===== config.mk =====
export PLATFORM = sky130hd
export DESIGN_NAME = sc_data_fifo
export DESIGN_NICKNAME = d
export VERILOG_FILES = /design/src/rtl/sc_data_fifo_pkg.sv /design/src/rtl/sc_data_buffer_mem.sv /design/src/rtl/sc_data_fifo.sv
export SDC_FILE = /design/constraint.sdc
export NUM_CORES = 1
export LEC_CHECK = 0
export ABC_AREA = 1
export BUFFER_PORTS_ARGS = -buffer_cell sky130_fd_sc_hd__buf_2
export CAP_MARGIN = 5
export CORE_MARGIN = 2
export CORE_UTILIZATION = 45
export DETAILED_ROUTE_END_ITERATION = 12
export MAX_ROUTING_LAYER = met4
export PLACE_DENSITY_LB_ADDON = 0.1
export SYNTH_ARGS = -nofsm -noshare
export SYNTH_HDL_FRONTEND = slang
export SYNTH_HIERARCHICAL = 1
export SYNTH_SLANG_ARGS = --single-unit
export TNS_END_PERCENT = 50

===== constraint.sdc =====
create_clock -name clk -period 5.5 [get_ports clk]
set_clock_uncertainty 0.2 [all_clocks]
set_input_delay 1.1 -clock clk [delete_from_list [all_inputs] [get_ports clk]]
set_output_delay 1.1 -clock clk [all_outputs]
set_load 0.01 [all_outputs]

===== src/rtl/sc_data_fifo_pkg.sv =====
// Shared definitions for the single-clock data FIFO: pointer-width helper,
// one-hot pointer rotation and the transfer-type encoding used by the top level.
package sc_data_fifo_pkg;

  localparam int unsigned MAX_DEPTH = 1024;

  typedef enum logic [1:0] {
    XFER_IDLE = 2'b00,
    XFER_POP  = 2'b01,
    XFER_PUSH = 2'b10,
    XFER_BOTH = 2'b11
  } xfer_e;

  // Ceiling log2; the emulation build leans on the tool's built-in.
  function automatic int unsigned sc_log2(input int unsigned n);
    int unsigned r;
    r = 0;
`ifdef PULP_FPGA_EMUL
    r = $clog2(n);
`else
    for (int unsigned i = 0; i < 32; i++) begin
      if ((32'd1 << i) < n) r = i + 1;
    end
`endif
    return r;
  endfunction

  // Rotate a one-hot pointer of 'width' live bits left by one, wrapping the top bit to bit 0.
  function automatic logic [MAX_DEPTH-1:0] onehot_rotl(input logic [MAX_DEPTH-1:0] ptr,
                                                       input int unsigned width);
    logic [MAX_DEPTH-1:0] mask;
    mask = ~({MAX_DEPTH{1'b1}} << width);
    return ((ptr << 1) | (ptr >> (width - 1))) & mask;
  endfunction

endpackage


===== src/rtl/sc_data_buffer_mem.sv =====
// Storage array addressed by one-hot write/read pointers.
// Synchronous reset clears every entry so the read port shows zero after reset.
module sc_data_buffer_mem #(
  parameter int unsigned DATA_WIDTH   = 32,
  parameter int unsigned BUFFER_DEPTH = 8
) (
  input  logic                    clk,
  input  logic                    rst,
  input  logic                    i_wr_en,
  input  logic [BUFFER_DEPTH-1:0] i_wr_ptr,
  input  logic [DATA_WIDTH-1:0]   i_wr_data,
  input  logic [BUFFER_DEPTH-1:0] i_rd_ptr,
  output logic [DATA_WIDTH-1:0]   o_rd_data
);

  logic [DATA_WIDTH-1:0] r_mem [BUFFER_DEPTH];

  always_ff @(posedge clk) begin
    if (rst) begin
      for (int i = 0; i < BUFFER_DEPTH; i++) r_mem[i] <= '0;
    end else if (i_wr_en) begin
      for (int i = 0; i < BUFFER_DEPTH; i++) begin
        if (i_wr_ptr[i]) r_mem[i] <= i_wr_data;
      end
    end
  end

  // AND-OR read mux; the read pointer is one-hot so at most one term contributes.
  always_comb begin
    o_rd_data = '0;
    for (int i = 0; i < BUFFER_DEPTH; i++) begin
      if (i_rd_ptr[i]) o_rd_data = o_rd_data | r_mem[i];
    end
  end

endmodule


===== src/rtl/sc_data_fifo.sv =====
// Single-clock FIFO with valid/ready on both sides, occupancy count, almost-full,
// synchronous flush and an optional zero-latency bypass when empty.
module sc_data_fifo
  import sc_data_fifo_pkg::*;
#(
  parameter  int unsigned DATA_WIDTH   = 32,
  parameter  int unsigned BUFFER_DEPTH = 8,
  parameter  int unsigned FALL_THROUGH = 0,
  parameter  int unsigned AFULL_LEVEL  = BUFFER_DEPTH - 1,
  localparam int unsigned CNT_WIDTH    = sc_log2(BUFFER_DEPTH + 1)
) (
  input  logic                  clk,
  input  logic                  rst,
  input  logic                  flush,
  input  logic                  in_valid,
  input  logic [DATA_WIDTH-1:0] in_data,
  output logic                  in_ready,
  output logic                  out_valid,
  output logic [DATA_WIDTH-1:0] out_data,
  input  logic                  out_ready,
  output logic [CNT_WIDTH-1:0]  count,
  output logic                  almost_full
);

  localparam logic [CNT_WIDTH-1:0]    LP_DEPTH    = CNT_WIDTH'(BUFFER_DEPTH);
  localparam logic [CNT_WIDTH-1:0]    LP_AFULL    = CNT_WIDTH'(AFULL_LEVEL);
  localparam logic [BUFFER_DEPTH-1:0] LP_PTR_INIT = BUFFER_DEPTH'(1);

  logic [BUFFER_DEPTH-1:0] r_wptr;
  logic [BUFFER_DEPTH-1:0] r_rptr;
  logic [CNT_WIDTH-1:0]    r_count;

  logic                  w_empty;
  logic                  w_full;
  logic                  w_block;
  logic                  w_bypass;
  logic                  w_push;
  logic                  w_pop;
  logic [DATA_WIDTH-1:0] w_mem_rdata;
  xfer_e                 w_xfer;

  function automatic logic [BUFFER_DEPTH-1:0] ptr_next(input logic [BUFFER_DEPTH-1:0] p);
    return BUFFER_DEPTH'(onehot_rotl(MAX_DEPTH'(p), BUFFER_DEPTH));
  endfunction

  assign w_empty = (r_count == '0);
  assign w_full  = (r_count == LP_DEPTH);
  // Neither side may handshake while the FIFO is being cleared.
  assign w_block = rst | flush;

  assign in_ready = ~w_block & ~w_full;

  generate
    if (FALL_THROUGH != 0) begin : g_fall_through
      assign out_valid = ~w_block & (~w_empty | in_valid);
      assign out_data  = (w_empty & in_valid) ? in_data : w_mem_rdata;
      assign w_bypass  = w_empty & in_valid & out_ready & ~w_block;
    end else begin : g_registered
      assign out_valid = ~w_block & ~w_empty;
      assign out_data  = w_mem_rdata;
      assign w_bypass  = 1'b0;
    end
  endgenerate

  // A bypassed word is handed straight across, so it touches neither pointer nor storage.
  assign w_push = in_valid & in_ready & ~w_bypass;
  assign w_pop  = out_valid & out_ready & ~w_bypass;
  assign w_xfer = xfer_e'({w_push, w_pop});

  always_ff @(posedge clk) begin
    if (w_block) begin
      r_wptr  <= LP_PTR_INIT;
      r_rptr  <= LP_PTR_INIT;
      r_count <= '0;
    end else begin
      case (w_xfer)
        XFER_PUSH: begin
          r_wptr  <= ptr_next(r_wptr);
          r_count <= r_count + CNT_WIDTH'(1);
        end
        XFER_POP: begin
          r_rptr  <= ptr_next(r_rptr);
          r_count <= r_count - CNT_WIDTH'(1);
        end
        XFER_BOTH: begin
          r_wptr <= ptr_next(r_wptr);
          r_rptr <= ptr_next(r_rptr);
        end
        default: ;
      endcase
    end
  end

  sc_data_buffer_mem #(
    .DATA_WIDTH  (DATA_WIDTH),
    .BUFFER_DEPTH(BUFFER_DEPTH)
  ) u_mem (
    .clk      (clk),
    .rst      (rst),
    .i_wr_en  (w_push),
    .i_wr_ptr (r_wptr),
    .i_wr_data(in_data),
    .i_rd_ptr (r_rptr),
    .o_rd_data(w_mem_rdata)
  );

  assign count       = r_count;
  assign almost_full = (r_count >= LP_AFULL);

endmodule


==> flow_summary_export.csv <==
group,metric,value,unit
synthesis,synth.distinct_cells,26,
power_and_ir_drop,swShare,0.209,
power_and_ir_drop,leakagePower,5.81,nW
worst_setup_path,start_kind,"input port",
final_layout,post-route-util,0.512,
worst_setup_path,cp.required,4200,ps
floorplan,die_w,166,um
synthesis,synth_nets,1225,
worst_setup_path,end_kind,"primary output",
final_layout,multi_input_area,0.00327,mm^2
synthesis,yosys.area.top_type,"edfxtp_1",
global_routing,antenna_found_initial,0,
run_status,status,"complete, no violations",
synthesis,synth_warnings,6,
timing,fin_crit,3760,ps
worst_setup_path,worstRegToRegCells,6,
clock_tree,path_clk_slew,60,ps
synthesis,synth_cells,1183,
global_routing,grt_max_degree,35,
clock_tree,h-tree-depth,1,
floorplan,die_h,166,um
clock_tree,cts_max_path_buffers,3,
global_routing,grt_pass1_vias,7501,
power_and_ir_drop,power-per-cell-area,333,mW/mm^2
clock_tree,insertion_delay,520,ps
power_and_ir_drop,p_clk_frac,0.408,
synthesis,netlist_top_cells_area,"edfxtp_1 (65%), nand2_1 (15%), nor2_1 (9.3%), dfxtp_1 (3.4%), inv_1 (1.4%)",
timing,drv_slew,0,
clock_tree,cts_hold_buf,0,
hold_path,holdCritPathClass,"reg2reg",
synthesis,avgSynthCellArea,10.0,um^2
worst_setup_path,r2r_slack,3120,ps
placed_design,gp_congestion,0.762,
timing,max_slew_margin,0.354,
final_layout,fin_nets,1292,
timing,finalHoldViolCount,0,
floorplan,rows,59,
clock_tree,cts_setup_buffers,0,
clock_tree,cts_tree,"built",
worst_setup_path,rr_endpoint,"u_mem/r_mem[1][61]$_SDFFCE_PN0P_",
power_and_ir_drop,power_frac_seq,0.546,
global_routing,grt_overflow,0,
clock_tree,root_buffer,"clkbuf_16",
clock_tree,cts_resized,0,
route,drc_errors,0,
power_and_ir_drop,cellInternalPower,0.00350,W
placed_design,post-dp-hpwl,14700,um
floorplan,initial_utilization,0.456,
final_layout,antennaDiodeCount,0,
synthesis,yosysSeqAreaShare,0.682,
power_and_ir_drop,netSwitchingPower,0.000927,W
global_routing,grt_usage,0.191,
route,ant_nets,0,
worst_setup_path,crit_type,"in2out",
final_layout,fillers,2400,
route,wl_per_cell,15.8,um
worst_setup_path,crit_fanout,34,
timing,tightestPinTransition,965,ps
route,vias_per_cell,4.79,
floorplan,core-area,0.0260,mm^2
worst_setup_path,cp_data_arrival_time,2460,ps
final_layout,ff_latch_area,0.00809,mm^2
final_layout,drive_gt1_frac,0.123,
final_layout,layout_common_cells,"nand2_1 (451), nor2_1 (293), edfxtp_1 (256)",
synthesis,synth_area,0.0119,mm^2
power_and_ir_drop,ir_drop,0.223,mV
route,drt_iter0_drc,447,
floorplan,die-area,0.0277,mm^2
placed_design,port_buffers,75,
floorplan,io_pins,76,
global_routing,grt_pass1_wl,40500,um
timing,setup_tns,0,ps
timing,fmax,266,MHz
route,drt-total-wl,25400,um
final_layout,area_growth_syn_to_layout,12.2,%
power_and_ir_drop,p_comb_frac,0.046,
run,max-cap-violations,0,
synthesis,synth-seq-cells,276,
timing,fin_crit_sh,0.683,
clock_tree,cts_sinks,276,
synthesis,synth_top_area_share,0.649,
timing,report.final.setup_viol,0,
final_layout,fin_cells,1604,
route,vias,7690,
worst_setup_path,r2r-start,"count[0]$_SDFFE_PP0P_",
clock_tree,cts_buffers,29,
timing,rsz0062_at_grt,"no",
route,detail_route.first_pass.iterations,5,
placed_design,placed_cells_incl_taps,1554,
hold_path,hold_start,"r_rptr[7]$_SDFFE_PP0P_",
final_layout,layout_commonest_cell,"nand2_1",
hold_path,hold_depth,2,
hold_path,min_delay_worst_endpoint,"r_rptr[0]$_SDFFE_PP1P_",
==> cells in the mapped netlist <==
library cell	instances
nand4_1	1
a21oi_1	4
inv_1	45
o31ai_1	1
a31oi_1	1
inv_2	1
nor2_4	2
clkbuf_1	12
nand3_1	13
nand3_4	4
nand3_2	1
fa_1	1
nor2_2	12
o21ai_0	10
nor2_1	293
dfxtp_1	20
and2_1	1
nand2_1	459
inv_6	2
buf_6	13
buf_2	24
or2_2	1
ha_1	4
xnor2_1	1
buf_8	1
edfxtp_1	256
==> worst max path at each step <==
stage | slack (ps) | from | depth (start not counted) | to
after floorplan | 2360 | flush | 11 | count[3]$_SDFFE_PP0P_
after global placement | 1610 | rst | 12 | count[3]$_SDFFE_PP0P_
after detailed placement | 1590 | rst | 12 | count[3]$_SDFFE_PP0P_
after CTS | 1760 | rst | 5 | out_valid
after global routing | 1620 | rst | 5 | out_valid
final | 1740 | rst | 5 | out_valid
==> final cells by class <==
cell class | count | area share
inverter | 48 | 0.0143
multi-input combinational | 809 | 0.246
tap | 335 | 0.0315
timing repair buffer | 86 | 0.0345
sequential | 276 | 0.608
clock inverter | 12 | 0.00838
clock buffer | 38 | 0.0571
==> per-stage QoR <==
| step | power [W] | instance area (um^2) | hold WS, ps | setup WS, ps |
|---|---|---|---|---|
| after global routing | 0.00459 | 13300 | 295 | 1620 |
| final | 0.00443 | 13300 | 264 | 1740 |
| after detailed placement | 0.00267 | 12400 | 253 | 1590 |
| after global placement | 0.00266 | 12400 | 246 | 1610 |
| after floorplan | 0.00258 | 11900 | 243 | 2360 |
| after CTS | 0.00448 | 13300 | 271 | 1760 |
==> cells by family (layout without fill, tap and decap cells) <==
group / Yosys count / count (layout) / synth area share
compound gates: 16 / 16 / 0.00707
xor+xnor: 1 / 1 / 0.000739
buf+inv: 98 / 184 / 0.0436
flops: 276 / 276 / 0.682
fa+ha+maj: 5 / 5 / 0.00591
simple gates: 787 / 787 / 0.260
==> critical path, cell delays in order <==
cell	delay, ps
buf_2	380
nor2_4	520
inv_2	100
a31oi_1	180
buf_2	160
==> flip-flops by register name, indices dropped and copies added (netlist names) <==
signal and count:
count 4, r_rptr 8, u_mem/r_mem 256, r_wptr 8
==> metal layers <==
| metal | up-vias | track usage | routed length [um] |
|---|---|---|---|
| met5 | - | - | 0 |
| li1 | 3921 | - | - |
| met1 | 3553 | 0.253 | 11700 |
| met2 | 175 | 0.308 | 11900 |
| met4 | 0 | 0.0547 | 534 |
| met3 | 41 | 0.0272 | 1240 |
==> power by group through the flow <==
stage,Combinational (W),Sequential (W),Clock [W]
CTS,0.000207,0.00242,0.00185
global placement,0.000205,0.00246,0
floorplan,0.000127,0.00246,0
global route,0.000229,0.00243,0.00194
finish,0.000203,0.00242,0.00181
detailed placement,0.000207,0.00246,0
No activity file was read; power rests on OpenSTA's default activity.
